===== config.mk =====
export PLATFORM = sky130hd
export DESIGN_NAME = ssfpm_pack_n23
export DESIGN_NICKNAME = d
export VERILOG_FILES = /design/src/rtl/ssfpm_pack_n23.sv
export SDC_FILE = /design/constraint.sdc
export NUM_CORES = 1
export LEC_CHECK = 0
export BUFFER_PORTS_ARGS = -buffer_cell sky130_fd_sc_hd__clkbuf_2
export CORE_ASPECT_RATIO = 1.5
export CORE_UTILIZATION = 55
export DETAILED_ROUTE_END_ITERATION = 10
export PLACE_DENSITY = 0.88
export SLEW_MARGIN = 20
export SYNTH_ARGS = -nofsm -noshare
export SYNTH_HDL_FRONTEND = slang
export SYNTH_SLANG_ARGS = --single-unit

===== constraint.sdc =====
create_clock -name clk -period 3.95 [get_ports clk]
set_clock_uncertainty 0.1 [all_clocks]
set_input_delay 0.5925 -clock clk [delete_from_list [all_inputs] [get_ports clk]]
set_output_delay 0.5925 -clock clk [all_outputs]
set_load 0.05 [all_outputs]

===== src/rtl/ssfpm_pack_n23.sv =====
// ssfpm_pack_n23 -- result back-end of the segmented approximate FP32
// multiplier (n23/m16 mantissa core).
//
// Normalizes the 26-bit approximate mantissa sum, optionally rounds, resolves
// special operands and exponent over/underflow, and packs an IEEE-754 single.
// Two-stage valid/ready pipeline: S1 holds the captured operand beat, S2
// holds the packed result until the consumer takes it. Latency 2, one beat
// per cycle while out_ready is high.
//
// Ports
//   clk, rst            clock, synchronous active-high reset
//   in_valid/in_ready   operand beat handshake (in_ready is combinational)
//   sign_a/b, exp_a/b   operand signs and biased exponents
//   man_nz_a/b          operand fraction non-zero (NaN vs inf)
//   frac_sum[25:0]      approximate (Ma-1)+(Mb-1)+(Ma-1)(Mb-1), Q2.24
//   out_valid/out_ready result handshake
//   out_data[31:0]      packed FP32 result
//   out_flags[2:0]      {invalid, overflow, underflow}
//
// Build option: define SSFPM_PACK_RNE_EN for round-to-nearest-even;
// otherwise the fraction is truncated.

module ssfpm_pack_n23 (
  input  logic        clk,
  input  logic        rst,
  input  logic        in_valid,
  output logic        in_ready,
  input  logic        sign_a,
  input  logic        sign_b,
  input  logic [7:0]  exp_a,
  input  logic [7:0]  exp_b,
  input  logic        man_nz_a,
  input  logic        man_nz_b,
  input  logic [25:0] frac_sum,
  output logic        out_valid,
  input  logic        out_ready,
  output logic [31:0] out_data,
  output logic [2:0]  out_flags
);

  localparam logic [31:0] QNAN = 32'h7FC0_0000;

  // ---------------- handshake ----------------
  logic s1_valid_q, s1_valid_d;
  logic s2_valid_q, s2_valid_d;
  logic accept, s2_load;

  assign in_ready = !rst && (!s1_valid_q || !s2_valid_q || out_ready);
  assign accept   = in_valid && in_ready;
  // S2 takes S1 when empty or when its current result drains this cycle
  assign s2_load  = s1_valid_q && (!s2_valid_q || out_ready);

  always_comb begin
    s1_valid_d = s1_valid_q;
    if (accept)       s1_valid_d = 1'b1;
    else if (s2_load) s1_valid_d = 1'b0;

    s2_valid_d = s2_valid_q;
    if (s2_load)        s2_valid_d = 1'b1;
    else if (out_ready) s2_valid_d = 1'b0;
  end

  // ---------------- S1 operand register ----------------
  logic        sa_q, sb_q, nza_q, nzb_q;
  logic [7:0]  ea_q, eb_q;
  logic [25:0] fs_q;

  always_ff @(posedge clk) begin
    if (rst) begin
      s1_valid_q <= 1'b0;
      sa_q       <= 1'b0;
      sb_q       <= 1'b0;
      nza_q      <= 1'b0;
      nzb_q      <= 1'b0;
      ea_q       <= 8'd0;
      eb_q       <= 8'd0;
      fs_q       <= 26'd0;
    end else begin
      s1_valid_q <= s1_valid_d;
      if (accept) begin
        sa_q  <= sign_a;
        sb_q  <= sign_b;
        nza_q <= man_nz_a;
        nzb_q <= man_nz_b;
        ea_q  <= exp_a;
        eb_q  <= exp_b;
        fs_q  <= frac_sum;
      end
    end
  end

  // ---------------- classification / normalize ----------------
  logic        sign_r;
  logic        nan_a, nan_b, inf_a, inf_b, zero_a, zero_b;
  logic [26:0] p_raw, p;
  logic        n;
  logic [22:0] frac_pre;
  logic signed [9:0] e_pre;

  assign sign_r = sa_q ^ sb_q;
  assign nan_a  = (ea_q == 8'hFF) &&  nza_q;
  assign nan_b  = (eb_q == 8'hFF) &&  nzb_q;
  assign inf_a  = (ea_q == 8'hFF) && !nza_q;
  assign inf_b  = (eb_q == 8'hFF) && !nzb_q;
  assign zero_a = (ea_q == 8'h00);
  assign zero_b = (eb_q == 8'h00);

  // P = 1.0 + frac_sum in Q3.24; anything at or above 4.0 saturates
  assign p_raw    = 27'h100_0000 + {1'b0, fs_q};
  assign p        = p_raw[26] ? 27'h3FF_FFFF : p_raw;
  assign n        = p[25];
  assign frac_pre = n ? p[24:2] : p[23:1];
  assign e_pre    = $signed({2'b00, ea_q}) + $signed({2'b00, eb_q})
                  - 10'sd127 + $signed({9'd0, n});

  // ---------------- rounding ----------------
  logic        rc;
  logic [22:0] frac_r;

`ifdef SSFPM_PACK_RNE_EN
  logic guard, sticky, inc;
  assign guard  = n ? p[1] : p[0];
  assign sticky = n ? p[0] : 1'b0;
  assign inc    = guard && (sticky || frac_pre[0]);
  // carry-out leaves the fraction at zero and bumps the exponent
  assign {rc, frac_r} = {1'b0, frac_pre} + {23'd0, inc};
  logic unused_bits;
  assign unused_bits = p[26];
`else
  assign rc     = 1'b0;
  assign frac_r = frac_pre;
  logic unused_bits;
  assign unused_bits = ^{p[26], p[0]};
`endif

  logic signed [9:0] e_post;
  assign e_post = e_pre + $signed({9'd0, rc});

  // ---------------- special cases and pack ----------------
  logic [31:0] data_d;
  logic [2:0]  flags_d;

  always_comb begin
    data_d  = {sign_r, e_post[7:0], frac_r};
    flags_d = 3'b000;
    if (nan_a || nan_b) begin
      data_d  = QNAN;
      flags_d = 3'b100;
    end else if ((inf_a && zero_b) || (inf_b && zero_a)) begin
      data_d  = QNAN;
      flags_d = 3'b100;
    end else if (inf_a || inf_b) begin
      data_d  = {sign_r, 8'hFF, 23'd0};
    end else if (zero_a || zero_b) begin
      data_d  = {sign_r, 31'd0};
    end else if (e_post >= 10'sd255) begin
      data_d  = {sign_r, 8'hFF, 23'd0};
      flags_d = 3'b010;
    end else if (e_post <= 10'sd0) begin
      data_d  = {sign_r, 31'd0};
      flags_d = 3'b001;
    end
  end

  // ---------------- S2 result register ----------------
  logic [31:0] data_q;
  logic [2:0]  flags_q;

  always_ff @(posedge clk) begin
    if (rst) begin
      s2_valid_q <= 1'b0;
      data_q     <= 32'd0;
      flags_q    <= 3'd0;
    end else begin
      s2_valid_q <= s2_valid_d;
      if (s2_load) begin
        data_q  <= data_d;
        flags_q <= flags_d;
      end
    end
  end

  assign out_valid = s2_valid_q;
  assign out_data  = data_q;
  assign out_flags = flags_q;

endmodule


==> run summary <==
Via-per-instance ratio: 5.69
Io pins: 87
Hold Fails Final Rpt: 0
Slew Limit Fails: 0
Reg-to-Reg End: out_data[22]$_SDFFE_PP0P_
Antenna viol nets, final: 0
Mean Syn Cell Area: 8.11 um^2
Setup crit end: out_data[22]$_SDFFE_PP0P_
Die W: 73.8 um
Max clock buf depth: 2
CTS Hold Bufs: 0
Reg2Reg Depth: 12
FF+latch count, synth: 82
Clk slew on worst S/H paths: 0.08 ns
Post-CTS setup buffers: 0
Worst hold margin: 0.304 ns
DRC viols: 0
Worst EP required: 4.12 ns
Global route hottest layer: met2
Syn Std Cell Area: 4260 um^2
Crit end category: flip-flop
CTS tree: built
Tcrit/Tclk final: 87.5%
Nets: 660
Power Dens Cells: 388 nW/um^2
Largest fanout on the critical path: 36
Largest family of logic cells by synthesized area: simple AND/OR/NAND/NOR gates
Die area: 8100 um^2
Netlist cell types: 56
Total Wirelength: 10,100 um
XOR/XNOR Fraction of Synth Area: 1.03%
Critical path class: flip-flop to flip-flop
Post-synth EDFFs: 0
Critical Path Source Type: flip-flop
Clk Latency, worst-skew pair: 0.37 ns
Total gr overflow: 0
Simple-Gate Fraction of Synth Area: 28.4%
First-pass GRT wire length: 16,600 um
Vias in the first global route: 3,677
Maxcap violations: 0
Row count: 38
DP Area: 4730 um^2
Synth warn: 0
LEAKAGE: 2.16 nW
Initial antenna violation count: 0
Inserted Diodes: 0
Fmax: 289 MHz
R2R Setup Slk: 0.49 ns
Global-route usage over all layers: 26.7%
CORE AREA: 7370 um^2
Wirelength per Cell: 14.5 um
H-tree levels: 3
CTS sink cnt: 82
M3 GR Usage: 4.77%
Initial core utilization: 57.7%
Synth async-reset ratio: 0%
Layout cell share with drive strength beyond 1: 20.5%
Total negative slack: 0 ns
Worst path arrival time: 3.63 ns
Pin slew with the least headroom to its limit: 0.533 ns
Seq/Total Area, Yosys: 38.6%
Design Area, Final: 4910 um^2
Pin count of the biggest net entering global routing: 49
Synth Area in Adders: 4.88%
Post_cts resized: 0
Setup violators final: 0
Num CTS Buffers: 9
DR vias: 3,975
Status: complete, no violations
Unrepaired setup endpoints after global routing: false
Hold path startpoint: frac_sum[7]
Area Overhead vs Synth: 15.5%
Syn_nets: 591
Grt met1 use: 30.5%
Die Y-Extent: 110 um
Min Tclk post-route: 3.46 ns
Top_reg_cell synth: dfxtp_1
RD Place Congestion: 0.948
VDD IR max: 0.000245 V
Hold Path Class: primary input to flip-flop
M2 GR Usage: 47.0%
Crit path from: fs_q[24]$_SDFFE_PP0P_
Mux contribution to synthesized area: 3.76%
Cells after Synth: 525
Slew HR: 63.6%
Pre-antenna DRT Iters: 4
PortBufs: 85
Reg2reg start: fs_q[24]$_SDFFE_PP0P_
Synth Area in Compound Gates: 19.1%
DPL Wire Length: 7330 um
Number of DRC markers in iteration 0: 305
Root Driver: clkbuf_8
worst min path at each step:
stage                           endpoint  slack, ns  cells after the start
6_report            fs_q[7]$_SDFFE_PP0P_       0.30                      3
5_1_grt            fs_q[11]$_SDFFE_PP0P_       0.31                      3
4_1_cts             eb_q[5]$_SDFFE_PP0P_       0.29                      3
3_5_place_dp   out_data[18]$_SDFFE_PP0P_       0.34                      2
3_3_place_gp   out_data[18]$_SDFFE_PP0P_       0.34                      2
2_1_floorplan       fs_q[1]$_SDFFE_PP0P_       0.35                      2
metrics by stage:
step           cells  power, mW  utilization (%)  setup WS, ns
5_1_grt          699       1.99             66.7         0.245
6_report         699       1.91             66.7         0.494
4_1_cts          699       1.91             66.7         0.497
3_3_place_gp     683       1.32             64.1         0.628
3_5_place_dp     683       1.33             64.1         0.514
2_1_floorplan    525       1.22                -         0.455
layout make-up:
class                      count  area [um^2]
fill                         630         2460
multi-input combinational    400         2430
sequential                    82         1640
timing repair buffer          96          508
clock buffer                  11          131
tap                          100          125
clock inverter                 5         55.1
inverter                       5         18.8
cells in the mapped netlist, types with 2 or more instances:
master      n  area [um^2]
o21bai_1    2         15.0
o31ai_1    26          195
a22oi_1     2         15.0
mux2i_1    16          160
nand4_1     4         25.0
dfxtp_1    82         1640
a211oi_1    5         37.5
a21oi_1    14         70.1
a21bo_2     2         20.0
a21o_1      3         22.5
clkbuf_1   28          105
nor2_1     18         67.6
buf_2       6         30.0
buf_1       2         7.51
o22a_1      6         52.6
nand3b_1   42          315
and3_1      3         18.8
nor3_1      6         30.0
nor2b_1     3         18.8
ha_1       15          188
nor3_2      2         20.0
or3_1       4         25.0
and2_1      2         12.5
inv_1       5         18.8
nand2_1   120          450
nor4_1      4         25.0
nand3_1    24          120
o21ai_0    48          240
xor2_1      4         35.0
where the power goes:
part | internal, mW | total [mW] | switching, mW
sequential | 0.873 | 0.914 | 0.0408
clock | 0.290 | 0.590 | 0.300
combinational | 0.146 | 0.403 | 0.256
metal layers:
| layer | share of wire (%) | wire length, um |
|---|---|---|
| met2 | 52 | 5230 |
| met1 | 41 | 4170 |
| met3 | 4.4 | 446 |
| met5 | 0 | 0 |
| met4 | 2.6 | 261 |
registers in the layout (all words and copies together) (netlist names):
| register | count |
|---|---|
| sa_q | 1 |
| sb_q | 1 |
| fs_q | 25 |
| s1_valid_q | 1 |
| nza_q | 1 |
| out_valid | 1 |
| nzb_q | 1 |
| out_flags | 3 |
| eb_q | 8 |
| out_data | 32 |
| ea_q | 8 |
critical path, cell delays in order (launching register included):
cell,delay [ns]
dfxtp_1,0.33
buf_4,0.28
or3_1,0.22
nand2_1,0.07
ha_1,0.22
fa_1,0.44
a211oi_2,0.36
nor2_1,0.15
o2111a_1,0.17
a211oi_1,0.36
o31ai_2,0.12
buf_4,0.22
o32ai_1,0.30
cells by family after synthesis:
family,count (synthesis)
fa+ha+maj,16
buf+inv,43
xor+xnor,5
flops,82
compound gates,123
simple gates,240
mux,16
layout by cell type (no fill, tap or decap), drive strengths merged, types with 11 or more instances in the layout:
master / n
buf: 11
nor2: 18
a21oi: 14
clkbuf: 96
nand3b: 42
nand2: 120
o31ai: 27
dfxtp: 82
mux2i: 16
ha: 15
nand3: 24
o21ai: 48
No activity file was read; power rests on OpenSTA's default activity.
